File: config.mk
export PLATFORM = sky130hd
export DESIGN_NAME = instr_fetch_unit
export DESIGN_NICKNAME = d
export VERILOG_FILES = /design/src/rtl/cpu_pkg.sv /design/src/rtl/fetch_buffer.sv /design/src/rtl/instr_fetch_unit.sv
export SDC_FILE = /design/constraint.sdc
export NUM_CORES = 1
export LEC_CHECK = 0
export ABC_AREA = 1
export BUFFER_PORTS_ARGS = -buffer_cell sky130_fd_sc_hd__buf_2
export CAP_MARGIN = 20
export CORE_ASPECT_RATIO = 1.1
export CORE_MARGIN = 1
export CORE_UTILIZATION = 55
export DETAILED_ROUTE_END_ITERATION = 16
export GPL_TIMING_DRIVEN = 1
export PLACE_DENSITY = 0.77
export SYNTH_ARGS = -nofsm -noshare
export SYNTH_HDL_FRONTEND = slang
export SYNTH_HIERARCHICAL = 1
export SYNTH_SLANG_ARGS = --single-unit
File: constraint.sdc
create_clock -name clk -period 2.24 [get_ports clk]
set_clock_uncertainty 0.1 [all_clocks]
set_input_delay 0.448 -clock clk [delete_from_list [all_inputs] [get_ports clk]]
set_output_delay 0.448 -clock clk [all_outputs]
set_load 0.01 [all_outputs]
File: src/rtl/cpu_pkg.sv
// Shared CPU definitions for the fetch stage: data width, fetch FSM states
// and the canonical bubble encoding.
package cpu_pkg;

    localparam int unsigned XLEN = 32;

    // addi x0, x0, 0; decode treats an invalid head as this bubble.
    localparam logic [XLEN-1:0] NOP = 32'h0000_0013;

    typedef enum logic {
        FS_REQ,
        FS_WAIT
    } fetch_state_e;

endpackage

File: src/rtl/fetch_buffer.sv
// In-order circular buffer of {instruction, pc} pairs between fetch and decode.
// Flush empties it at the next edge and overrides any push or pop that cycle.
module fetch_buffer
    import cpu_pkg::*;
#(
    parameter int unsigned DEPTH = 2
) (
    input  logic                   clk,
    input  logic                   rst_n,
    input  logic                   push,
    input  logic [XLEN-1:0]        push_instr,
    input  logic [XLEN-1:0]        push_pc,
    input  logic                   pop,
    input  logic                   flush,
    output logic [XLEN-1:0]        head_instr,
    output logic [XLEN-1:0]        head_pc,
    output logic [$clog2(DEPTH):0] count,
    output logic                   full,
    output logic                   empty
);

    localparam int unsigned PW = $clog2(DEPTH);
    localparam int unsigned CW = PW + 1;
    localparam logic [CW-1:0] DEPTH_C = CW'(DEPTH);

    logic [XLEN-1:0] instr_mem [DEPTH];
    logic [XLEN-1:0] pc_mem    [DEPTH];
    logic [PW-1:0]   wr_ptr_q;
    logic [PW-1:0]   rd_ptr_q;
    logic [CW-1:0]   count_q;
    logic            do_push;
    logic            do_pop;

    assign count      = count_q;
    assign empty      = (count_q == '0);
    assign full       = (count_q == DEPTH_C);
    assign head_instr = instr_mem[rd_ptr_q];
    assign head_pc    = pc_mem[rd_ptr_q];

    // Push into a full buffer is legal only when the head leaves the same cycle.
    assign do_pop  = pop && !empty && !flush;
    assign do_push = push && !flush && (!full || do_pop);

    always_ff @(posedge clk or negedge rst_n) begin
        if (!rst_n) begin
            wr_ptr_q <= '0;
            rd_ptr_q <= '0;
            count_q  <= '0;
            for (int unsigned i = 0; i < DEPTH; i++) begin
                instr_mem[i] <= '0;
                pc_mem[i]    <= '0;
            end
        end else if (flush) begin
            wr_ptr_q <= '0;
            rd_ptr_q <= '0;
            count_q  <= '0;
        end else begin
            if (do_push) begin
                instr_mem[wr_ptr_q] <= push_instr;
                pc_mem[wr_ptr_q]    <= push_pc;
                wr_ptr_q            <= wr_ptr_q + 1'b1;
            end
            if (do_pop) begin
                rd_ptr_q <= rd_ptr_q + 1'b1;
            end
            count_q <= count_q + CW'(do_push) - CW'(do_pop);
        end
    end

endmodule

File: src/rtl/instr_fetch_unit.sv
// Fetch stage: one outstanding imem read at a time, responses buffered in order
// toward decode, and the PC advance strobe on each accepted fetch or redirect.
module instr_fetch_unit
    import cpu_pkg::*;
#(
    parameter int unsigned DEPTH      = 2,
    parameter bit          RESET_DROP = 1'b0
) (
    input  logic            clk,
    input  logic            rst_n,
    input  logic [XLEN-1:0] pc_addr,
    output logic            inc_pc,
    input  logic            flush,
    output logic            imem_req,
    output logic [XLEN-1:0] imem_addr,
    input  logic            imem_ready,
    input  logic            imem_rvalid,
    input  logic [XLEN-1:0] imem_rdata,
    output logic            instr_valid,
    output logic [XLEN-1:0] instr,
    output logic [XLEN-1:0] instr_pc,
    input  logic            dec_ready,
    output logic            fetch_busy
);

    localparam int unsigned CW = $clog2(DEPTH) + 1;
    localparam logic [CW-1:0] DEPTH_C = CW'(DEPTH);

    fetch_state_e    state_q, state_d;
    logic [XLEN-1:0] req_pc_q, req_pc_d;
    logic            drop_q, drop_d;
    // Holds request/strobe outputs low until the first edge after reset release.
    logic            run_q;

    logic            push;
    logic            pop;
    logic            full;
    logic            empty;
    logic [CW-1:0]   count;

    fetch_buffer #(
        .DEPTH (DEPTH)
    ) u_fetch_buffer (
        .clk        (clk),
        .rst_n      (rst_n),
        .push       (push),
        .push_instr (imem_rdata),
        .push_pc    (req_pc_q),
        .pop        (pop),
        .flush      (flush),
        .head_instr (instr),
        .head_pc    (instr_pc),
        .count      (count),
        .full       (full),
        .empty      (empty)
    );

    assign imem_addr   = {pc_addr[XLEN-1:2], 2'b00};
    assign instr_valid = !empty;
    assign pop         = instr_valid && dec_ready;
    assign fetch_busy  = (state_q == FS_WAIT);

    always_comb begin
        state_d  = state_q;
        req_pc_d = req_pc_q;
        drop_d   = drop_q;
        imem_req = 1'b0;
        push     = 1'b0;

        case (state_q)
            FS_REQ: begin
                imem_req = run_q && !flush && (count < DEPTH_C);
                if (imem_req && imem_ready) begin
                    state_d  = FS_WAIT;
                    req_pc_d = pc_addr;
                end
            end
            FS_WAIT: begin
                if (flush) begin
                    // A response still in flight belongs to the old path.
                    if (imem_rvalid) begin
                        state_d = FS_REQ;
                        drop_d  = 1'b0;
                    end else begin
                        drop_d = 1'b1;
                    end
                end else if (imem_rvalid) begin
                    state_d = FS_REQ;
                    if (drop_q) begin
                        drop_d = 1'b0;
                    end else begin
                        push = 1'b1;
                    end
                end
            end
            default: state_d = FS_REQ;
        endcase

        inc_pc = run_q && ((imem_req && imem_ready) || flush);
    end

    always_ff @(posedge clk or negedge rst_n) begin
        if (!rst_n) begin
            state_q  <= FS_REQ;
            req_pc_q <= '0;
            drop_q   <= RESET_DROP;
            run_q    <= 1'b0;
        end else begin
            state_q  <= state_d;
            req_pc_q <= req_pc_d;
            drop_q   <= drop_d;
            run_q    <= 1'b1;
        end
    end

    // Requests are gated on free space, so a response never meets a full buffer.
    assert property (@(posedge clk) disable iff (!rst_n) !(push && full && !pop && !flush));

endmodule
Word-level counts from Yosys, hierarchy flattened. Cells that the tools add are included.

Output and inout bits: 100. Flip-flop bits (word level): 167.

Reductions and logical operators: 23. $lt $le $gt $ge: 4. $add $sub $neg: 4. Bitwise operators: 4. Mux-type cells: 25. Equal/unequal tests: 1.

Operators by type and width (count): $mux W32 (7); $bwmux W64 (2); $demux W32 S1 (1); $mux W1 (13); $logic_and A1 B1 Y1 (11); $reduce_and A2 Y1 (3); $reduce_bool A2 Y1 (3); $ge A2 B2 Y1 const B (2); $not A1 Y2 (2); $logic_not A1 Y1 (3); $add A1 B1 Y1 const B (2); $add A2 B1 Y2 (1); $eq A2 B2 Y1 const B (1); $logic_not A2 Y1 (1); $logic_or A1 B1 Y1 (2); $lt A2 B1 Y1 const B (1); $lt A2 B2 Y1 const B (1); $mux W2 (1); $not A1 Y1 (2); $pmux W1 S2 (1); $sub A2 B1 Y2 (1).

Logic depth before layout (Yosys ltp).
Word-level depth: 10. Depth in mapped cells: 12.

Cells and area by module. The synthesis kept the hierarchy.

By module, submodules not included: fetch_buffer (cells an instance 811, seq. area each 3303.2 um^2, instances 1, area each 6304.8 um^2); instr_fetch_unit (cells an instance 195, seq. area each 875.8 um^2, instances 1, area each 1729.2 um^2).

Worst setup path before layout. OpenSTA, ideal clock, no wires.

Kind: reg-to-reg. Start point: reg state_q, in the netlist fetch_busy. End point: reg u_fetch_buffer.count_q[1], in the netlist u_fetch_buffer/count[1]. Cell stages (with the launch flop): 12. Arrival time: 1872 ps. Setup time: 119 ps. Clock period less this slack: 2091 ps. Slack: 149 ps. Buffers on the path: 1. Cells stage by stage: dfrtp_1 -> inv_1 -> nor4_1 -> inv_1 -> nor2_4 -> buf_2 -> nand2_1 -> ha_1 -> inv_1 -> ha_1 -> a21oi_1 -> nor2_1.

Word-level cells in the longest chain between the ends: 6.

RTL lines: start: declaration (line instr_fetch_unit.sv:29) `fetch_state_e state_q, state_d;`; start signal: assignment (line instr_fetch_unit.sv:109) `state_q <= state_d;`; $mux W1 (line instr_fetch_unit.sv:70) `case (state_q)`; net push (line instr_fetch_unit.sv:35) `logic push;`; $logic_and A1 B1 Y1 (2 in a row) (line fetch_buffer.sv:42) `assign do_push = push && !flush && (!full || do_pop);`; $add A2 B1 Y2 (line fetch_buffer.sv:66) `count_q <= count_q + CW'(do_push) - CW'(do_pop);`; $sub A2 B1 Y2 (line fetch_buffer.sv:66); $mux W2 (line fetch_buffer.sv:53) `end else if (flush) begin`; end signal: assignment (line fetch_buffer.sv:66); end: declaration (line fetch_buffer.sv:30) `logic [CW-1:0] count_q;`.

The timed path passes the listed nets, and every way through them passes these cells. A chain may end at the register's enable or synchronous reset.

Final worst setup path.
Start point: reg u_fetch_buffer.rd_ptr_q. End point: out instr[17].

Word-level cells in the longest chain between the ends: 4.

RTL lines: start: declaration (line fetch_buffer.sv:29) `logic [PW-1:0] rd_ptr_q;`; start signal: assignment (line fetch_buffer.sv:64) `rd_ptr_q <= rd_ptr_q + 1'b1;`; $not A1 Y2 (implied by the code) (line fetch_buffer.sv:37) `assign head_instr = instr_mem[rd_ptr_q];`; $mux W32 (implied by the code) (3 in a row) (line fetch_buffer.sv:37); end: declaration (line instr_fetch_unit.sv:20) `output logic [XLEN-1:0] instr,`.

Every way passes these cells. The select of a mux whose other input is x is not followed.

==> metrics.md <==
| Metric | Value |
|---|---|
| Vias post-DR | 7175 |
| Final net count | around 1200 |
| Crit start category | register |
| Drt first pass iters | 5 |
| Critical path startpoint | u_fetch_buffer/rd_ptr_q |
| Reg clk slew, reported paths | 0.06 ns |
| Worst slew pin tran | 0.527 ns |
| Max-Cap Viols | 0 |
| ANT nets after route | 0 |
| Avg Inst Size Synth | between 7 and 8 um^2 |
| Routed vias/inst | 5.48 |
| Crit Path Max Fanout | 35 |
| Overall Global Routing Usage | between 20% and 30% |
| Initial antenna violation count | 0 |
| Worst path arrival time | 1.52 ns |
| First-pass GRT wire length | 32100 um |
| Placer Congestion | 0.784 |
| Synth Warn # | 6 |
| Min-delay worst type | input port to register |
| Core area | 14000 um^2 |
| Static leakage | about 0.0054 uW |
| Top delay family on crit path | buffers and inverters |
| IO Count | 170 |
| Die Y | 129 um |
| Initial DRC count | 610 |
| Int Pwr | 5730 uW |
| Switching Share | around 28% |
| Fin worst setup slack | 0.170 ns |
| Total gr overflow | 0 |
| ANT cells | 0 |
| Post-DP HPWL | about 12000 um |
| Pwr dens | roughly 850 nW/um^2 |
| FMAX | a little under 0.5 GHz |
| Area growth syn-to-layout | 16.7% |
| Syn Std Cell Area | 8030 um^2 |
| Die width | 117 um |
| Unrepaired setup endpoints after global routing | no |
| Worst Setup EP | instr[17] |
| Place WS | between 0.15 and 0.2 ns |
| Reg2reg start | fetch_busy |
| Crit path depth | 5 |
| Comb power frac | 18.8% |
| Total Power | 8000 uW |
| Hold Violations, Final | 0 |
| R2R Setup Slk | 0.27 ns |
| Layout Utilization | 66.8% |
| Share of cells above drive strength 1 | 20.8% |
| Reg power frac | 47.0% |
| Critical path type | register to primary output |
| Commonest non-fill, non-tap cell in the layout | nand2_1 |
| Mapped Cells | 1005 |
| Slowest Stage Delay on Critical Path | between 0.4 and 0.5 ns |
| Crit path time final | about 2.1 ns |
| Total negative slack | 0 ns |
| Status | complete, no violations |
| Vias in the first global route | 6555 |
| CTS Sinks | about 170 |
| Clk pwr share | between 30% and 40% |
| Full die area | 15100 um^2 |
| Worst-Skew Late Latency | 0.42 ns |
| Worst-path cell chain | inv_2 -> buf_6 -> nand2_1 -> nand2_1 -> buf_2 |
| Initial Utilization | 57.3% |
| VDD IR max | 0.000535 V |
| Largest net degree at the start of global routing | 66 |
| Slew HR | between 60% and 70% |
| Most frequent CP cell | nand2_1 |
| WP buf/inv | 3 |
| # port buffers | around 170 |
| Clock Tree Buf Depth | 2 |
| CP endpoint kind | primary output |
| Root buf cell | clkbuf_16 |
| FF-to-FF End | u_fetch_buffer/instr_mem[46] |
| Final setup fails | 0 |
| H-tree levels | 4 |
| CTS buffer count | 17 |
| NetSw | 2270 uW |
| Period utilization | between 90% and 100% |
| Fin. max-slew vios | 0 |
| Hold Crit Depth | 2 |
| Most frequent cells in the layout | nand2_1 (518), buf_2 (166), dfrtp_1 (165) |
| DRC viols | 0 |
| CTS tree | yes |
| R2R cell count | 9 |
| Core Rows | 45 |
| Wirelength per Cell | 15.0 um |
| Required @ worst endpoint | 1.69 ns |
| Slowest cell on crit path | dfrtp_2 |
| Final Routed Wirelength | 19600 um |
final cells by class:
cell class / count / area, um^2
Inverter: 18 / 67.6
Multi-Input combinational cell: 707 / 3160
Sequential cell: 167 / 4180
Timing Repair Buffer: 198 / 1170
Fill cell: 1234 / 4650
Clock buffer: 28 / 507
Clock inverter: 3 / 40.0
Tap cell: 188 / 235
power groups by stage:
stage | Clock [uW] | Combinational [uW] | Sequential (uW)
final | 2730 | 1500 | 3760
after global routing | 2910 | 1740 | 3820
after CTS | 2780 | 1520 | 3760
after detailed placement | 0 | 1510 | 3810
after global placement | 0 | 1480 | 3800
after floorplan | 0 | 922 | 3740
per-stage QoR:
stage	cell area, um^2	hold slack (ns)	cells
6_report	9370	0.139	1309
5_1_grt	9370	0.117	1309
4_1_cts	9360	0.122	1309
3_5_place_dp	8800	0.282	1277
3_3_place_gp	8800	0.283	1277
2_1_floorplan	8030	0.0524	1006
worst min path at each step:
| stage | endpoint | start | slack [ns] |
|---|---|---|---|
| after floorplan | drop_q | rst_n | 0.05 |
| after global placement | u_fetch_buffer/instr_mem[26] | rst_n | 0.28 |
| after detailed placement | u_fetch_buffer/instr_mem[57] | rst_n | 0.28 |
| after CTS | fetch_busy | imem_rvalid | 0.12 |
| after global routing | fetch_busy | imem_rvalid | 0.12 |
| final | fetch_busy | imem_rvalid | 0.14 |
metal layers:
metal / routed length [um] / share of wire, % / vias up / GRT usage [%]
met5: 0 / 0 / - / 0
met3: 1440 / 7.3 / 15 / 5.61
li1: - / - / 3469 / -
met2: 9650 / 49 / 296 / 46.3
met1: 8400 / 43 / 3395 / 36.9
met4: 159 / 0.81 / 0 / 7.52
worst reg2reg max path, stage by stage (launching register included):
cell     delay, ns
dfrtp_1       0.43
inv_1         0.10
nor4_1        0.23
inv_1         0.11
nor2_4        0.11
buf_4         0.21
nand3_4       0.20
buf_12        0.24
nand2_1       0.08
nand2_1       0.05
sequential cells by signal, indices dropped and copies added, names as in the netlist:
name	count
run_q	1
fetch_busy	1
u_fetch_buffer/count	2
u_fetch_buffer/instr_mem	64
u_fetch_buffer/pc_mem	64
u_fetch_buffer/wr_ptr_q	1
u_fetch_buffer/rd_ptr_q	1
req_pc_q	32
drop_q	1
what timing repair did:
action | 4_1_cts | 5_1_grt
gates resized for setup | 0 | 2
setup buffers | 0 | 0
hold buffers | 1 | 0
hold endpoints to repair | 34 | 0
setup endpoints to repair | 0 | 29
No activity file was read; power rests on OpenSTA's default activity.
